[src/rtl/pc_gen.sv]
// rtl/pc_gen.sv - instruction fetch PC generator with stall buffering and branch redirect.
// Optional misaligned-redirect checking is enabled by defining PC_ALIGN_CHK_EN.
module pc_gen #(
  parameter logic [63:0] RESET_PC = 64'h0000_0000_8000_0000
) (
  input  logic        clk,
  input  logic        resetn,
  input  logic        stall,
  input  logic        br_e,
  input  logic [63:0] br_addr,
  output logic        inst_req,
  output logic [63:0] inst_addr,
  input  logic        inst_ack,
  output logic        if_valid,
  output logic [63:0] if_pc,
  output logic        flush,
  output logic        misalign_err
);

  typedef enum logic [2:0] {BOOT, RUN, WAIT, FULL, KILL} state_t;

  state_t      state, state_nx;
  logic [63:0] pc, pc_nx, buf_pc, buf_pc_nx, tgt_pc, tgt_pc_nx, if_pc_nx;
  logic        if_valid_nx;
  logic        br_take;
  logic [63:0] br_tgt;

`ifdef PC_ALIGN_CHK_EN
  logic misalign_set;
  assign br_take      = br_e & (br_addr[1:0] == 2'b00);
  assign br_tgt       = br_addr;
  assign misalign_set = br_e & (br_addr[1:0] != 2'b00);

  always_ff @(posedge clk or negedge resetn) begin
    if (!resetn)
      misalign_err <= 1'b0;
    else if (misalign_set)
      misalign_err <= 1'b1;
  end
`else
  logic unused_br_lsb;
  assign br_take       = br_e;
  assign br_tgt        = {br_addr[63:2], 2'b00};
  assign unused_br_lsb = ^br_addr[1:0];
  assign misalign_err  = 1'b0;
`endif

  // Gated by resetn so flush stays low while the block is held in reset.
  assign flush = br_take & resetn;

  always_comb begin
    state_nx    = state;
    pc_nx       = pc;
    buf_pc_nx   = buf_pc;
    tgt_pc_nx   = tgt_pc;
    if_pc_nx    = if_pc;
    if_valid_nx = stall ? if_valid : 1'b0;
    inst_addr   = pc;
    case (state)
      RUN:       inst_req = ~stall;
      WAIT, KILL: inst_req = 1'b1;
      default:   inst_req = 1'b0;
    endcase

    if (br_take) begin
      if_valid_nx = 1'b0;
      // An unacked request must stay on the bus, so park the target until it drains.
      if (inst_req && !inst_ack) begin
        tgt_pc_nx = br_tgt;
        state_nx  = KILL;
      end else begin
        pc_nx    = br_tgt;
        state_nx = RUN;
      end
    end else begin
      case (state)
        BOOT: state_nx = RUN;
        RUN: begin
          if (inst_req && inst_ack) begin
            if_valid_nx = 1'b1;
            if_pc_nx    = pc;
            pc_nx       = pc + 64'd4;
          end else if (inst_req) begin
            state_nx = WAIT;
          end
        end
        WAIT: begin
          if (inst_ack) begin
            pc_nx = pc + 64'd4;
            if (!stall) begin
              if_valid_nx = 1'b1;
              if_pc_nx    = pc;
              state_nx    = RUN;
            end else begin
              buf_pc_nx = pc;
              state_nx  = FULL;
            end
          end
        end
        FULL: begin
          if (!stall) begin
            if_valid_nx = 1'b1;
            if_pc_nx    = buf_pc;
            state_nx    = RUN;
          end
        end
        KILL: begin
          if (inst_ack) begin
            pc_nx    = tgt_pc;
            state_nx = RUN;
          end
        end
        default: state_nx = BOOT;
      endcase
    end
  end

  always_ff @(posedge clk or negedge resetn) begin
    if (!resetn) begin
      state    <= BOOT;
      pc       <= RESET_PC;
      buf_pc   <= 64'd0;
      tgt_pc   <= 64'd0;
      if_valid <= 1'b0;
      if_pc    <= 64'd0;
    end else begin
      state    <= state_nx;
      pc       <= pc_nx;
      buf_pc   <= buf_pc_nx;
      tgt_pc   <= tgt_pc_nx;
      if_valid <= if_valid_nx;
      if_pc    <= if_pc_nx;
    end
  end

endmodule

[config.mk]
export PLATFORM = sky130hd
export DESIGN_NAME = pc_gen
export DESIGN_NICKNAME = d
export VERILOG_FILES = /design/src/rtl/pc_gen.sv
export SDC_FILE = /design/constraint.sdc
export NUM_CORES = 1
export LEC_CHECK = 0
export CAP_MARGIN = 20
export CORE_MARGIN = 5
export CORE_UTILIZATION = 56
export CTS_BUF_LIST = sky130_fd_sc_hd__clkbuf_4 sky130_fd_sc_hd__clkbuf_8
export CTS_CLUSTER_DIAMETER = 150
export DETAILED_ROUTE_END_ITERATION = 8
export PLACE_DENSITY = 0.82
export REMOVE_ABC_BUFFERS = 1
export SYNTH_ARGS = -nofsm -noshare
export SYNTH_HDL_FRONTEND = slang
export SYNTH_SLANG_ARGS = --single-unit
[constraint.sdc]
create_clock -name clk -period 3.6 [get_ports clk]
set_input_delay 0.72 -clock clk [delete_from_list [all_inputs] [get_ports clk]]
set_output_delay 0.72 -clock clk [all_outputs]
set_load 0.005 [all_outputs]
==> results.py, run 1 <==
metrics = {
    "cells_and_area": {
        "syn_to_final_growth_pct": 24.1,
        "post-route-util_pct": 71.1,
        "nets": 1538,
        "drive_gt1_share_pct": 16.1,
    },
    "routing": {
        "vias": 11300,
        "routedWlPerCell_um": 20.3,
        "via_per_inst": 6.23,
        "drc": 0,
        "wl_um": 36700,
        "drt-pass1-iter-count": 5,
        "ant_nets": 0,
        "drt_iter0_markers": 1221,
    },
    "global_route": {
        "first_global_vias": 11300,
        "grt_pass1_wl_um": 59800,
        "grt_max_degree": 164,
        "groute.usage.overall_pct": 27.6,
        "grt_antenna_before_repair": 4,
        "grt_overflow_total": 0,
    },
    "worst_setup_path": {
        "setup.worst_path.start_class": "primary input",
        "worstPathRequired_ns": 2.88,
        "critical_path_class": "in2out",
        "path_max_fanout": 6,
        "end_kind": "primary output",
        "worstPathArrival_ns": 2.47,
    },
    "clock_tree": {
        "cts_setup_buffers": 0,
        "postCtsHoldBufs": 0,
        "clkLatencyLatePin_ns": 0.55,
        "cts_tree": "yes",
        "ctsResizeCount": 0,
        "htreeDepth": 2,
        "cts_root_buffer": "clkbuf_8",
        "cts.clk_slew.worst_paths_ns": 0.06,
        "cts_inserted_buffers": 43,
        "clock_sinks": 252,
        "clock_path_buffers": 3,
    },
    "synthesis": {
        "synth_edf_count": 0,
        "synthArstFlopShare_pct": 100,
        "synth_ff_type": "dfrtp_1",
        "synth_top_area_share_pct": 48.1,
        "syn_inst": 1311,
        "synth_most_common_cell": "dfrtp_1",
        "synth_common_cells": "dfrtp_1, nand2_1, o21ai_0, mux2_2, clkbuf_1",
        "ys_seq_area_share_pct": 48.3,
        "ys.warnings.count": 0,
        "avgSynthCellArea_um2": 9.95,
        "synth.distinct_cells": 75,
        "syn-cell-area_mm2": 0.0130,
        "ys_ff_latch": 252,
        "synth.area.top_cells": "dfrtp_1, mux2_2, mux2i_1",
        "synth_area_leader_cell": "dfrtp_1",
    },
    "placement": {
        "gp_congestion": 0.878,
        "dp_hpwl_um": 24300,
        "numPortBuffers": 193,
    },
    "pwr": {
        "p_sw_mw": 3.03,
        "clkPwrFrac_pct": 28.1,
        "power_density_mw_per_mm2": 603,
        "power_frac_comb_pct": 27.2,
        "vdd_drop_max_uv": 408,
        "p_sw_share_pct": 31.1,
        "sequentialPowerShare_pct": 44.6,
        "leakagePower_nw": 7.22,
        "p_int_mw": 6.73,
    },
    "run_status": {
        "run_status": "finished clean",
    },
    "floorplanning": {
        "start_util_pct": 57.3,
        "rows": 55,
        "die_y_um": 163,
        "die_area_mm2": 0.0265,
        "io_pins": 201,
        "coreArea_mm2": 0.0228,
        "die_w_um": 163,
    },
    "sta": {
        "setup_viol": 0,
        "worst-slew-pin-transition_ns": 1.00,
        "fin_crit_ns": 3.19,
        "fin_tns_setup_ns": 0,
        "skew_ns": 0.0163,
        "hold_viol": 0,
        "fin_crit_sh_pct": 88.6,
        "relSlewSlack_pct": 33.2,
        "slew_violations": 0,
        "rsz0062_at_grt": "no",
        "max_freq_ghz": 0.314,
    },
    "hold_path": {
        "hold_path.class": "in2async",
    },
    "flow_run": {
        "cap_violations": 0,
    },
}
==> routing by layer <==
layer  share of wire (%)  GRT usage, %
met5               0.074             0
met3                 7.4          5.14
met1                  42          37.5
met2                  48          45.1
met4                 2.4          8.92
==> cells in the final DEF (no fill, tap or decap), types with 14 or more instances in the layout <==
| cell | netlist | layout |
|---|---|---|
| mux2_2 | 114 | 114 |
| nor4_1 | 20 | 20 |
| nor3_1 | 24 | 24 |
| and3_1 | 21 | 21 |
| nand4_1 | 28 | 28 |
| mux2i_1 | 78 | 78 |
| clkdlybuf4s50_1 | 0 | 191 |
| nand2_1 | 163 | 162 |
| nor2_1 | 67 | 67 |
| buf_4 | 7 | 25 |
| clkbuf_8 | 0 | 56 |
| nand2b_1 | 15 | 15 |
| clkbuf_4 | 0 | 14 |
| nand3_1 | 31 | 30 |
| dfrtp_1 | 251 | 251 |
| o21ai_0 | 131 | 131 |
| a21oi_1 | 42 | 42 |
| or3_1 | 15 | 15 |
==> worst paths after layout <==
| path | start | to | slack, ns | cells past startpoint |
|---|---|---|---|---|
| max | stall | inst_req | 0.41 | 4 |
| min | resetn | if_pc[23]$_DFFE_PN0P_ | 0.04 | 1 |
| max reg2reg | inst_addr[2]$_DFFE_PN0P_ | inst_addr[42]$_DFFE_PN0P_ | 0.56 | 6 |
| min reg2reg | if_pc[7]$_DFFE_PN0P_ | if_pc[7]$_DFFE_PN0P_ | 0.48 | 2 |
| max in group asynchronous | resetn | if_pc[61]$_DFFE_PN0P_ | 1.61 | 3 |
| min in group clk | if_pc[7]$_DFFE_PN0P_ | if_pc[7]$_DFFE_PN0P_ | 0.48 | 2 |
==> power by group through the flow <==
stage | logic (mW) | clock network, mW | registers, mW
after floorplan | 1.23 | 0 | 4.21
after global placement | 2.56 | 0 | 4.32
after detailed placement | 2.66 | 0 | 4.37
after CTS | 2.68 | 2.79 | 4.33
after global routing | 2.91 | 2.93 | 4.47
final | 2.66 | 2.74 | 4.36
==> logic make-up after synthesis <==
family / after synthesis / synth area share [%]
buf+inv: 129 / 3.99
compound gates: 298 / 14.6
xor+xnor: 11 / 0.739
fa+ha+maj: 1 / 0.0959
simple gates: 427 / 16.4
flops: 252 / 48.3
mux: 192 / 15.8
other cells: 1 / 0.0287
==> worst max-delay path: stages <==
cell and delay [ns]:
clkdlybuf4s50_1 0.50, nor4b_1 0.38, o21bai_1 0.28, clkdlybuf4s50_1 0.59
==> per-stage QoR <==
stage / cells / hold WS [ns] / area [µm²] / power [mW] / setup slack (ns)
detailed placement: 1736 / 0.470 / 15300 / 7.04 / 0.422
finish: 1813 / 0.0449 / 16200 / 9.76 / 0.412
CTS: 1811 / 0.0322 / 16200 / 9.80 / 0.382
global route: 1813 / 0.0426 / 16200 / 10.3 / 0.187
global placement: 1736 / 0.460 / 15300 / 6.88 / 0.503
floorplan: 1199 / 0.424 / 12600 / 5.44 / -1.25
==> state kept, by name, indices dropped and copies added, names as in the netlist <==
signal     flops
buf_pc        62
tgt_pc        62
state          3
inst_addr     62
if_valid       1
if_pc         62
==> area by class of cell <==
| class | instances | area (µm²) |
|---|---|---|
| antenna | 2 | 5.00 |
| clock inverter | 5 | 50.0 |
| sequential | 252 | 6310 |
| tap | 313 | 392 |
| fill | 1678 | 6590 |
| inverter | 13 | 48.8 |
| multi-input combinational | 934 | 6260 |
| clock buffer | 70 | 876 |
| timing repair buffer | 224 | 2250 |
No activity file was read; power rests on OpenSTA's default activity.
==> run 2, diff against run 1 <==
--- a/config.mk
+++ b/config.mk
@@ -7,11 +7,11 @@
 export LEC_CHECK = 0
 export CAP_MARGIN = 20
 export CORE_MARGIN = 5
-export CORE_UTILIZATION = 56
+export CORE_UTILIZATION = 30
 export CTS_BUF_LIST = sky130_fd_sc_hd__clkbuf_4 sky130_fd_sc_hd__clkbuf_8
 export CTS_CLUSTER_DIAMETER = 150
+export CTS_CLUSTER_SIZE = 28
 export DETAILED_ROUTE_END_ITERATION = 8
-export PLACE_DENSITY = 0.82
 export REMOVE_ABC_BUFFERS = 1
 export SYNTH_ARGS = -nofsm -noshare
 export SYNTH_HDL_FRONTEND = slang
==> run 2 against run 1 <==
  * Via count fell by 4.5%
  * Global-route usage fell by 11 points
  * Cell count rose by 13%
  * First-iteration DRC count fell by 40%
  * Count of clock-buffer cells in the layout fell by 54
  * Non-clock buffer count rose by 18
  * Critical path type is now reg2out
==> results.py, run 2 (synthesis gave the netlist of run 1 again) <==
metrics = {
    "run_status": {
        "run_status": "finished clean",
    },
    "clock_tree": {
        "cts.clk_slew.worst_paths_ns": 0.17,
        "htreeDepth": 1,
        "clock_sinks": 252,
        "clkLatencyLatePin_ns": 0.56,
        "cts_root_buffer": "clkbuf_8",
        "clock_path_buffers": 3,
        "ctsResizeCount": 0,
        "cts_setup_buffers": 0,
        "postCtsHoldBufs": 0,
        "cts_inserted_buffers": 12,
        "cts_tree": "yes",
    },
    "cells_and_area": {
        "nets": 1525,
        "final_area_mm2": 0.0159,
        "syn_to_final_growth_pct": 22.1,
        "multi_input_area_mm2": 0.00626,
        "fillers": 4315,
        "seq_area_mm2": 0.00631,
        "mostFrequentLayoutCell": "dfrtp_1",
        "final_cell_mix": "dfrtp_1, clkdlybuf4s50_1, nand2_1, o21ai_0, mux2_2",
        "drive_gt1_share_pct": 13.7,
    },
    "global_route": {
        "grt_pass1_wl_um": 63800,
        "first_global_vias": 10400,
        "grt_overflow_total": 0,
        "grt_max_degree": 133,
        "grt_antenna_before_repair": 7,
        "groute.usage.overall_pct": 16.8,
    },
    "worst_setup_path": {
        "end_kind": "primary output",
        "critical_path_class": "reg2out",
        "reg2reg_from": "inst_addr[2]$_DFFE_PN0P_",
        "worstPathRequired_ns": 2.88,
        "path_max_fanout": 18,
        "r2r_end": "inst_addr[42]$_DFFE_PN0P_",
        "reg2reg_depth": 6,
        "rrSetupSlack_ns": 0.63,
        "worstPathArrival_ns": 2.56,
        "setup.worst_path.start_class": "flip-flop",
    },
    "floorplanning": {
        "die_y_um": 219,
        "die_area_mm2": 0.0478,
        "start_util_pct": 30.3,
        "io_pins": 201,
        "rows": 76,
        "coreArea_mm2": 0.0431,
        "die_w_um": 219,
    },
    "routing": {
        "drc": 0,
        "vias": 10800,
        "wl_um": 41200,
        "routedWlPerCell_um": 20.1,
        "drt-pass1-iter-count": 5,
        "ant_nets": 0,
        "via_per_inst": 5.28,
        "drt_iter0_markers": 732,
    },
    "hold_path": {
        "hold_path.class": "in2async",
    },
    "sta": {
        "fin_crit_sh_pct": 91.2,
        "worst-slew-pin-transition_ns": 0.911,
        "skew_ns": 0.0230,
        "setup_viol": 0,
        "hold_viol": 0,
        "finalWorstSetupSlack_ns": 0.316,
        "max_freq_ghz": 0.304,
        "fin_crit_ns": 3.28,
        "slew_violations": 0,
        "hold_ws_ns": 0.220,
        "relSlewSlack_pct": 39.3,
        "rsz0062_at_grt": "no",
    },
    "pwr": {
        "leakagePower_nw": 6.91,
        "vdd_drop_max_uv": 275,
        "power_density_mw_per_mm2": 524,
    },
    "placement": {
        "dp_hpwl_um": 28400,
        "dpl-instance-area_mm2": 0.0157,
        "numPortBuffers": 193,
        "pre_cts_slack_ns": 0.398,
        "gp_congestion": 0.808,
    },
    "flow_run": {
        "cap_violations": 0,
    },
}
## run 2: cell types whose count changed in the layout (fill, tap and decap cells not counted)
cell and delta:
buf_12 -1, clkbuf_8 -43, diode_2 +1, clkbuf_4 -11
bufinv_16 -1, clkinv_2 -4, buf_4 +19
## run 2: per-stage QoR
step / total power, mW / TNS [ns] / instances / util [%]
after floorplan: 5.44 / -51.85 / 1199 / -
final: 8.34 / 0 / 2045 / 37.0
after global routing: 8.94 / 0 / 2044 / 37.0
after detailed placement: 7.17 / 0 / 2026 / 36.5
after global placement: 7.08 / 0 / 2026 / 36.5
after CTS: 8.48 / 0 / 2042 / 37.0
## run 2: how the worst max path moves through the flow
| stage | from | end | slack [ns] | cells past startpoint |
|---|---|---|---|---|
| 2_1_floorplan | state[0]$_DFFE_PN0P_ | inst_addr[41]$_DFFE_PN0P_ | -1.25 | 5 |
| 3_3_place_gp | stall | inst_req | 0.49 | 4 |
| 3_5_place_dp | stall | inst_req | 0.40 | 4 |
| 4_1_cts | state[0]$_DFFE_PN0P_ | inst_req | 0.30 | 3 |
| 5_1_grt | state[0]$_DFFE_PN0P_ | inst_req | 0.15 | 3 |
| 6_report | state[0]$_DFFE_PN0P_ | inst_req | 0.32 | 3 |
## run 2: routing by layer
metal	part of all wire [%]	global-route usage [%]	vias to the layer above
li1	-	-	5072
met1	45	23.8	5394
met2	47	27.6	271
met3	5.4	2.62	45
met4	1.6	3.20	8
met5	0.11	0	-
## run 2: cell type report
type | instances | share of cell area, %
Inverter | 13 | 0.306
Timing Repair Buffer | 242 | 14.9
Sequential cell | 252 | 39.6
Clock buffer | 16 | 1.26
Antenna cell | 3 | 0.0471
Tap cell | 585 | 4.59
Multi-Input combinational cell | 934 | 39.3
## run 2: worst max-delay path: stages, from the launching register on
cell,delay (ns)
dfrtp_1,0.70
nor4b_1,0.43
o21bai_1,0.28
clkdlybuf4s50_1,0.60
## run 2: power by group
part	switching (mW)	internal, mW
logic	1.22	1.61
clock network	0.916	0.366
registers	0.677	3.56
total	2.81	5.53
